File: src/rtl/reg_slice_skid.sv
// Two-entry valid/ready register slice with a skid register.
// Every output comes straight from a flop, so no input-to-output timing path exists.
module reg_slice_skid #(
    parameter int DATA_WIDTH = 32
) (
    input  logic                  i_clk,
    input  logic                  i_rst_n,
    input  logic                  i_valid,
    output logic                  o_ready,
    input  logic [DATA_WIDTH-1:0] i_data,
    output logic                  o_valid,
    input  logic                  i_ready,
    output logic [DATA_WIDTH-1:0] o_data,
    output logic [1:0]            o_level
);

    typedef enum logic [1:0] {
        EMPTY = 2'd0,
        BUSY  = 2'd1,
        FULL  = 2'd2
    } state_t;

    state_t                state_q, state_d;
    logic [DATA_WIDTH-1:0] main_q, main_d;
    logic [DATA_WIDTH-1:0] skid_q, skid_d;
    logic                  ready_q, ready_d;
    logic                  in_fire, out_fire;

    assign in_fire  = i_valid & ready_q;
    assign out_fire = (state_q != EMPTY) & i_ready;

    // ready_q is cleared by reset, so the first edge after release accepts nothing.
    always_ff @(posedge i_clk or negedge i_rst_n) begin
        if (!i_rst_n) begin
            state_q <= EMPTY;
            main_q  <= '0;
            skid_q  <= '0;
            ready_q <= 1'b0;
        end else begin
            state_q <= state_d;
            main_q  <= main_d;
            skid_q  <= skid_d;
            ready_q <= ready_d;
        end
    end

    always_comb begin
        state_d = state_q;
        main_d  = main_q;
        skid_d  = skid_q;
        unique case (state_q)
            EMPTY: begin
                if (in_fire) begin
                    main_d  = i_data;
                    state_d = BUSY;
                end
            end
            BUSY: begin
                if (in_fire && out_fire) begin
                    main_d = i_data;
                end else if (in_fire) begin
                    skid_d  = i_data;
                    state_d = FULL;
                end else if (out_fire) begin
                    state_d = EMPTY;
                end
            end
            FULL: begin
                // ready_q is low here, so only the reader can move the slice.
                if (out_fire) begin
                    main_d  = skid_q;
                    state_d = BUSY;
                end
            end
            default: state_d = EMPTY;
        endcase
        ready_d = (state_d != FULL);
    end

    always_comb begin
        o_valid = 1'b0;
        o_level = 2'd0;
        unique case (state_q)
            EMPTY: begin
                o_valid = 1'b0;
                o_level = 2'd0;
            end
            BUSY: begin
                o_valid = 1'b1;
                o_level = 2'd1;
            end
            FULL: begin
                o_valid = 1'b1;
                o_level = 2'd2;
            end
            default: begin
                o_valid = 1'b0;
                o_level = 2'd0;
            end
        endcase
    end

    assign o_data  = main_q;
    assign o_ready = ready_q;

endmodule
File: config.mk
export PLATFORM = sky130hd
export DESIGN_NAME = reg_slice_skid
export DESIGN_NICKNAME = d
export VERILOG_FILES = /design/src/rtl/reg_slice_skid.sv
export SDC_FILE = /design/constraint.sdc
export NUM_CORES = 1
export LEC_CHECK = 0
export CORE_MARGIN = 10
export CORE_UTILIZATION = 55
export CTS_BUF_LIST = sky130_fd_sc_hd__clkbuf_8
export DETAILED_ROUTE_END_ITERATION = 16
export GPL_ROUTABILITY_DRIVEN = 1
export PLACE_DENSITY_LB_ADDON = 0.05
export SLEW_MARGIN = 10
export SYNTH_ARGS = -nofsm -noshare
export SYNTH_HDL_FRONTEND = slang
export SYNTH_SLANG_ARGS = --single-unit
export TNS_END_PERCENT = 30
File: constraint.sdc
create_clock -name i_clk -period 4.4 [get_ports i_clk]
set_input_delay 0.88 -clock i_clk [delete_from_list [all_inputs] [get_ports i_clk]]
set_output_delay 0.88 -clock i_clk [all_outputs]
set_load 0.02 [all_outputs]
==> flow_summary.yaml, run 1 <==
setup_path:
  endpoint_kind: "primary output"
  cp.required_ns: 3.52
  timing.rr.start: "state_q[0]"
  cp_max_fo: 37
  r2r-end: "o_data[0]"
  r2r_slack_ns: 1.72
  crit_type: "flip-flop to primary output"
  crit_path_cell_trace: "inv_1 -> ha_2 -> clkdlybuf4s50_1"
  slowest_stage: "ha_2"
  worstPathArrival_ns: 2.43
  r2r_cells: 7
  crit_path_start_kind: "flip-flop"
  slowest_delay_ns: 0.79
clocking:
  root_buffer: "clkbuf_8"
  clkLatencyLatePin_ns: 0.34
  cts_buffers: 9
  cts.clk_slew.worst_paths_ns: 0.08
  post_cts_buffers: 0
  cts.sink_count: 67
  cts_tree: "yes"
  htreeDepth: 3
  cts_buffer_depth: 2
  post_cts_resize_count: 0
  cts_hold_buf: 0
detailed_routing:
  drc: 0
  wl_mm: 6.38
  wl_per_cell_um: 18.2
  ant_nets: 0
  first_pass_iters: 4
  drt_iter0_drc: 67
  viasPerCell: 5.23
  vias: 1835
logic_synthesis:
  syn_nets: 240
  ys_seq_area_frac: 0.529
  ys.flop_type: "dfrtp_1"
  synth_top_area_frac: 0.529
  syn_area_um2: 3170
  synth_top_area_cell: "dfrtp_1"
  synth_area_leaders: "dfrtp_1 (53%), mux2_2 (23%), mux2_4 (14%)"
  synthArstFlopShare: 1.00
  synth_cell_types: 27
  synth_cells: 200
  syn_avg_cell_area_um2: 15.8
  yosysWarnings: 0
  synth-seq-cells: 67
  synth_edf_count: 0
timing:
  hold_slack_ns: 0.503
  slew_headroom: 0.387
  finalSetupViolCount: 0
  slew_viol_final: 0
  fin_skew_ns: 0.00848
  finalCriticalPeriod_ns: 3.31
  rsz0062_at_grt: "no"
  fmax_mhz: 302
  tightest_slew_ns: 0.919
  finalCritPeriodShare: 0.753
  hold_violations: 0
  tns_ns: 0
layout:
  final_common_cell: "clkdlybuf4s50_1"
  nets: 314
  final_cell_mix: "clkdlybuf4s50_1 (70), dfrtp_1 (67), mux2_2 (64)"
  final_layout_size_suffix_gt1_frac: 0.430
  insertedDiodeCount: 0
  areaGrowthSynthToFinish_pct: 30.8
  fin_area_um2: 4140
die:
  coreArea_um2: 5540
  die_area_um2: 9200
  die_w_um: 95.9
  num_rows: 27
  die_y_um: 95.9
  pin_count: 72
  start_util: 0.572
global_route:
  grt_pass1_wl_mm: 10.3
  grt_overflow_total: 0
  antenna_found_initial: 0
  grt_use_total: 0.145
  grt_max_degree: 38
  grt_pass1_vias: 2003
placement:
  placed_area_um2: 3920
  portBuffers: 71
  gp_congestion: 0.798
  hpwl_mm: 4.48
pwr:
  powerDensity_nw_per_um2: 786
  total_power_uw: 3260
  p_leak_uw: 0.00176
  ir_drop_v: 0.000467
flow_run:
  maxCapViolations: 0
min_path:
  min_path_type: "flip-flop to flip-flop"
  min_from: "skid_q[6]"
  whs_path_depth: 1
  min_to: "skid_q[6]"
run_status:
  outcome: "completed"
==> worst max path at each step <==
stage	cells past startpoint	startpoint	end	slack, ns
floorplan	8	state_q[0]	o_data[10]	2.44
global placement	6	i_ready	o_data[0]	1.36
detailed placement	6	i_ready	o_data[0]	1.33
CTS	3	state_q[0]	o_level[1]	1.06
global route	3	state_q[0]	o_level[1]	0.97
finish	3	state_q[0]	o_level[1]	1.09
==> cell usage after synthesis (all sizes together) (2+ instances only) <==
cell type and n:
a22oi 2, buf 10, dfrtp 67, ha 4
inv 2, mux2 96, nand2 3, nor2b 2
o21ai 3
==> layout make-up <==
cell class	instances	area (µm²)
multi-input cells	121	1410
clock buffers	9	124
flip-flops and latches	67	1680
clock inverters	7	103
fillers	364	1400
inverters	2	7.51
repair buffers	73	733
well taps	72	90.1
==> state kept, by name, indices dropped and copies added (netlist names) <==
register  cells
o_data       32
o_ready       1
skid_q       32
state_q       2
==> cells by family after synthesis <==
group	count (synthesis)	share of synthesized area
xor+xnor	1	0.00277
fa+ha+maj	4	0.0158
compound gates	8	0.0229
simple gates	12	0.0261
buf+inv	12	0.0265
flops	67	0.529
mux	96	0.377
==> worst max-delay path, delay by kind of cell, from the launching register on <==
family     cells  cell delay [ns]
buf+inv        2             0.86
fa+ha+maj      1             0.79
flops          1             0.44
==> layer usage <==
layer	vias to the layer above	wire length [µm]	global-route usage
met1	909	2950	0.190
met2	46	2970	0.218
met4	0	67	0.0442
li1	875	-	-
met3	5	397	0.0560
met5	-	0	0
==> where the power goes <==
group | total, µW | internal [µW] | switching [µW]
sequential | 1110 | 937 | 177
combinational | 1570 | 923 | 646
clock | 572 | 323 | 249
total | 3260 | 2180 | 1070
==> metrics by stage <==
step | setup WS, ns | utilization | instances
floorplan | 2.44 | - | 200
global placement | 1.36 | 0.707 | 335
detailed placement | 1.33 | 0.707 | 335
CTS | 1.06 | 0.748 | 351
global route | 0.967 | 0.748 | 351
finish | 1.09 | 0.748 | 351
Note: power is estimated with default switching activity, not from simulation.
==> run 2: changes to the inputs <==
--- a/config.mk
+++ b/config.mk
@@ -6,7 +6,7 @@
 export NUM_CORES = 1
 export LEC_CHECK = 0
 export CORE_MARGIN = 10
-export CORE_UTILIZATION = 55
+export CORE_UTILIZATION = 47
 export CTS_BUF_LIST = sky130_fd_sc_hd__clkbuf_8
 export DETAILED_ROUTE_END_ITERATION = 16
 export GPL_ROUTABILITY_DRIVEN = 1
==> constraint.sdc (replaced) <==
create_clock -name i_clk -period 2.95 [get_ports i_clk]
set_input_delay 0.59 -clock i_clk [delete_from_list [all_inputs] [get_ports i_clk]]
set_output_delay 0.59 -clock i_clk [all_outputs]
set_load 0.02 [all_outputs]
==> run 2 against run 1 <==
Die area is 13% higher. Combinational power grew 50%. Core utilization down 9.6 points. Clock power rose by 63%. Power grew 52%. Hold slack got worse by 0.14 ns. First-iteration DRC count down 33%. Critical path depth unchanged. Register-to-register slack worse by 1.0 ns. Flip-flop and latch count did not move. Global-route usage shrank 1.5 points. Largest power group unchanged.
==> flow_summary.yaml, run 2 (synthesized netlist as in run 1, its figures left out) <==
run_status:
  outcome: "completed"
die:
  num_rows: 29
  die_area_um2: 10400
  pin_count: 72
  coreArea_um2: 6460
  die_w_um: 102
  start_util: 0.491
  die_y_um: 102
timing:
  finalCriticalPeriod_ns: 2.45
  slew_viol_final: 0
  tightest_slew_ns: 0.860
  fin_skew_ns: 0.00608
  fmax_mhz: 409
  finalCritPeriodShare: 0.829
  finalSetupViolCount: 0
  rsz0062_at_grt: "no"
  setup_slack_ns: 0.504
  tns_ns: 0
  slew_headroom: 0.426
  hold_violations: 0
setup_path:
  crit_type: "flip-flop to primary output"
  cp.required_ns: 2.36
  slowest_stage: "clkdlybuf4s50_1"
  cp_top_family: "buffers and inverters"
  cp_max_fo: 8
  endpoint_kind: "primary output"
  slowest_delay_ns: 0.67
  critPathBufInv: 2
  worstPathArrival_ns: 1.86
  crit_path_start_kind: "flip-flop"
  crit_path_cell_trace: "inv_1 -> ha_1 -> clkdlybuf4s50_1"
pwr:
  power_frac_seq: 0.335
  ir_drop_v: 0.000622
  p_sw_frac: 0.321
  p_leak_uw: 0.00179
  p_clk_frac: 0.189
  power.switching_uw: 1580
  total_power_uw: 4930
  powerDensity_nw_per_um2: 1170
  p_int_uw: 3350
  p_comb_frac: 0.476
clocking:
  cts_buffer_depth: 2
  cts_hold_buf: 0
  post_cts_buffers: 0
  post_cts_resize_count: 0
  clkLatencyLatePin_ns: 0.33
  root_buffer: "clkbuf_8"
  htreeDepth: 3
  cts_tree: "yes"
  cts.clk_slew.worst_paths_ns: 0.08
  cts.sink_count: 67
  cts_buffers: 9
global_route:
  grt_pass1_wl_mm: 10.6
  grt_pass1_vias: 2014
  grt_use_total: 0.130
  grt_overflow_total: 0
  grt_max_degree: 38
  antenna_found_initial: 0
placement:
  hpwl_mm: 4.53
  gp_congestion: 0.792
  dp_slack_ns: 0.382
  portBuffers: 71
detailed_routing:
  drc: 0
  viasPerCell: 5.16
  wl_mm: 6.40
  vias: 1862
  wl_per_cell_um: 17.7
  first_pass_iters: 4
  drt_iter0_drc: 45
  ant_nets: 0
layout:
  final_common_cell: "clkdlybuf4s50_1"
  final_cell_mix: "clkdlybuf4s50_1 (70), dfrtp_1 (67), mux2_2 (64)"
  areaGrowthSynthToFinish_pct: 32.9
  insertedDiodeCount: 0
  final_layout_size_suffix_gt1_frac: 0.440
  nets: 319
min_path:
  min_path_type: "input pin to asynchronous set/reset pin"
flow_run:
  maxCapViolations: 0
[run 2: cell types whose count changed in the layout (fill, tap and decap cells not counted)]
| cell | previous run | this run |
|---|---|---|
| inv_6 | 0 | 2 |
| clkinv_4 | 4 | 1 |
| bufinv_16 | 2 | 3 |
| buf_4 | 1 | 6 |
[run 2: final timing paths]
kind / cells after the start / to / startpoint / slack (ns)
setup / recovery: 3 / o_level[0] / state_q[1] / 0.50
min in group i_clk: 1 / skid_q[5] / skid_q[5] / 0.49
hold reg to reg: 1 / skid_q[5] / skid_q[5] / 0.49
hold / removal: 1 / o_data[6] / i_rst_n / 0.36
max in group asynchronous: 2 / skid_q[25] / i_rst_n / 1.92
setup reg to reg: 7 / o_data[11] / state_q[0] / 0.72
[run 2: power by group through the flow]
stage,combinational [µW],sequential [µW],clock (µW)
2_1_floorplan,1340,1890,0
3_3_place_gp,2350,1660,0
3_5_place_dp,2380,1670,0
4_1_cts,2390,1660,962
5_1_grt,2520,1720,998
6_report,2350,1650,931
[run 2: through the flow]
stage | utilization | std cells | hold slack, ns | area [µm²]
5_1_grt | 0.652 | 361 | 0.397 | 4210
3_5_place_dp | 0.613 | 345 | 0.479 | 3960
6_report | 0.652 | 361 | 0.361 | 4210
4_1_cts | 0.652 | 361 | 0.381 | 4210
2_1_floorplan | - | 200 | 0.294 | 3170
3_3_place_gp | 0.613 | 345 | 0.468 | 3960
[run 2: per-layer routing]
| layer | vias up | wire (µm) | track usage | part of all wire |
|---|---|---|---|---|
| met5 | - | 0 | 0 | 0 |
| met3 | 8 | 482 | 0.0439 | 0.075 |
| met1 | 918 | 2990 | 0.172 | 0.47 |
| met4 | 0 | 76 | 0.0586 | 0.012 |
| li1 | 882 | - | - | - |
| met2 | 54 | 2850 | 0.189 | 0.45 |
[run 2: area by class of cell]
| type | instances | area (µm²) |
|---|---|---|
| fillers | 493 | 2250 |
| flip-flops and latches | 67 | 1680 |
| multi-input cells | 121 | 1410 |
| repair buffers | 78 | 771 |
| clock buffers | 9 | 124 |
| clock inverters | 7 | 124 |
| well taps | 77 | 96.3 |
| inverters | 2 | 7.51 |
==> run 3: changes to the inputs <==
--- a/config.mk
+++ b/config.mk
@@ -6,7 +6,7 @@
 export NUM_CORES = 1
 export LEC_CHECK = 0
 export CORE_MARGIN = 10
-export CORE_UTILIZATION = 47
+export CORE_UTILIZATION = 52
 export CTS_BUF_LIST = sky130_fd_sc_hd__clkbuf_8
 export DETAILED_ROUTE_END_ITERATION = 16
 export GPL_ROUTABILITY_DRIVEN = 1
==> constraint.sdc (replaced) <==
create_clock -name i_clk -period 2.5 [get_ports i_clk]
set_input_delay 0.5 -clock i_clk [delete_from_list [all_inputs] [get_ports i_clk]]
set_output_delay 0.5 -clock i_clk [all_outputs]
set_load 0.02 [all_outputs]
==> run 3 against run 2 <==
Clock skew grew 0.0029 ns. Hold slack got worse by 0.22 ns. Non-clock buffer count increased by 1. Largest cell class unchanged. Clock power decreased by 2.3%. Register-to-register slack got worse by 0.23 ns. Die area is 7.8% lower. Final area shrank 0.62%. Combinational power up 20%. Power up 15%. Critical path type unchanged. Setup slack worse by 0.35 ns. Global-route usage increased by 0.86 points. Final cell count decreased by 0.28%.
==> flow_summary.yaml, run 3 (synthesized netlist as in run 1, its figures left out) <==
die:
  start_util: 0.535
  die_area_um2: 9610
  num_rows: 28
  die_w_um: 98.1
  coreArea_um2: 5920
  die_y_um: 98.1
  pin_count: 72
global_route:
  grt_pass1_vias: 2088
  grt_pass1_wl_mm: 10.9
  antenna_found_initial: 0
  grt_overflow_total: 0
  grt_max_degree: 27
  grt_use_total: 0.139
setup_path:
  r2r-end: "o_data[30]"
  cp_max_fo: 8
  r2r_slack_ns: 0.49
  crit_type: "flip-flop to primary output"
  crit_path_start_kind: "flip-flop"
  worstSetupEndpoint: "o_level[0]"
  cp-startpoint: "state_q[1]"
  timing.rr.start: "state_q[0]"
  r2r_cells: 7
  worstPathArrival_ns: 1.85
  endpoint_kind: "primary output"
  crit_path_cell_trace: "inv_1 -> ha_1 -> clkdlybuf4s50_1"
  worstSetupPathDepth: 3
  critPathBufInv: 2
  cp.required_ns: 2.00
  slowest_delay_ns: 0.67
  slowest_stage: "clkdlybuf4s50_1"
  cp_top_family: "buffers and inverters"
layout:
  final_cell_mix: "clkdlybuf4s50_1 (70), dfrtp_1 (67), mux2_2 (64)"
  fill_cells: 428
  insertedDiodeCount: 0
  nets: 320
  areaGrowthSynthToFinish_pct: 32.0
  final_common_cell: "clkdlybuf4s50_1"
  final_layout_size_suffix_gt1_frac: 0.439
detailed_routing:
  wl_mm: 6.49
  vias: 1899
  drt_iter0_drc: 76
  first_pass_iters: 4
  viasPerCell: 5.28
  drc: 0
  wl_per_cell_um: 18.0
  ant_nets: 0
flow_run:
  maxCapViolations: 0
timing:
  finalCritPeriodShare: 0.938
  finalSetupViolCount: 0
  rsz0062_at_grt: "no"
  hold_slack_ns: 0.139
  slew_viol_final: 0
  fmax_mhz: 426
  tns_ns: 0
  slew_headroom: 0.643
  finalCriticalPeriod_ns: 2.35
  hold_violations: 0
  fin_skew_ns: 0.00902
  tightest_slew_ns: 0.535
clocking:
  cts.clk_slew.worst_paths_ns: 0.07
  post_cts_resize_count: 0
  post_cts_buffers: 0
  clkLatencyLatePin_ns: 0.34
  cts_buffers: 9
  cts_buffer_depth: 2
  cts.sink_count: 67
  root_buffer: "clkbuf_8"
  cts_hold_buf: 0
  cts_tree: "yes"
  htreeDepth: 3
placement:
  portBuffers: 71
  gp_congestion: 0.763
  hpwl_mm: 4.70
run_status:
  outcome: "completed"
pwr:
  ir_drop_v: 0.000750
  p_leak_uw: 0.00179
  powerDensity_nw_per_um2: 1360
min_path:
  min_path_type: "input pin to asynchronous set/reset pin"
==> run 3: changes by cell type in the layout (fill, tap and decap cells not counted) <==
cell	change
bufinv_16	-2
clkbuf_8	+2
clkinv_2	+2
inv_6	-2
buf_12	+1
clkinvlp_4	-1
inv_1	+1
==> run 3: layout make-up <==
cell class	count	area [µm²]	area share
Inverter	2	7.51	0.00179
Tap cell	75	93.8	0.0224
Multi-Input combinational cell	121	1410	0.337
Clock inverter	5	52.6	0.0126
Clock buffer	11	151	0.0362
Timing Repair Buffer	79	791	0.189
Sequential cell	67	1680	0.401
==> run 3: worst min-delay path by stage <==
stage                          from   endpoint  slack (ns)  cells past startpoint
after global routing        i_rst_n  o_data[5]        0.16                      1
after detailed placement  skid_q[6]  skid_q[6]        0.48                      1
after floorplan             i_rst_n  o_data[0]        0.20                      0
after CTS                   i_rst_n  o_data[5]        0.14                      1
after global placement    skid_q[6]  skid_q[6]        0.47                      1
final                       i_rst_n  skid_q[6]        0.14                      1
==> run 3: per-stage QoR <==
step | area [µm²] | instances | util | total power [µW] | setup WS, ns
floorplan | 3170 | 200 | - | 3820 | 0.541
global placement | 3980 | 344 | 0.672 | 4740 | 0.298
detailed placement | 3980 | 344 | 0.672 | 4820 | 0.251
CTS | 4180 | 360 | 0.706 | 5750 | 0.124
global route | 4180 | 360 | 0.706 | 6020 | 0.0418
finish | 4180 | 360 | 0.706 | 5670 | 0.154
==> run 3: metal layers <==
| metal | up-vias | track usage | wire length, µm |
|---|---|---|---|
| li1 | 882 | - | - |
| met1 | 959 | 0.171 | 2890 |
| met2 | 48 | 0.215 | 3130 |
| met3 | 10 | 0.0557 | 399 |
| met4 | 0 | 0.0470 | 78 |
| met5 | - | 0 | 0 |
==> run 3: power by group <==
| group | switching [µW] | internal [µW] | total, µW | leakage (µW) |
|---|---|---|---|---|
| Clock | 400 | 510 | 910 | 0.000110 |
| Sequential | 306 | 1650 | 1960 | 0.000795 |
| Combinational | 1150 | 1660 | 2810 | 0.000888 |
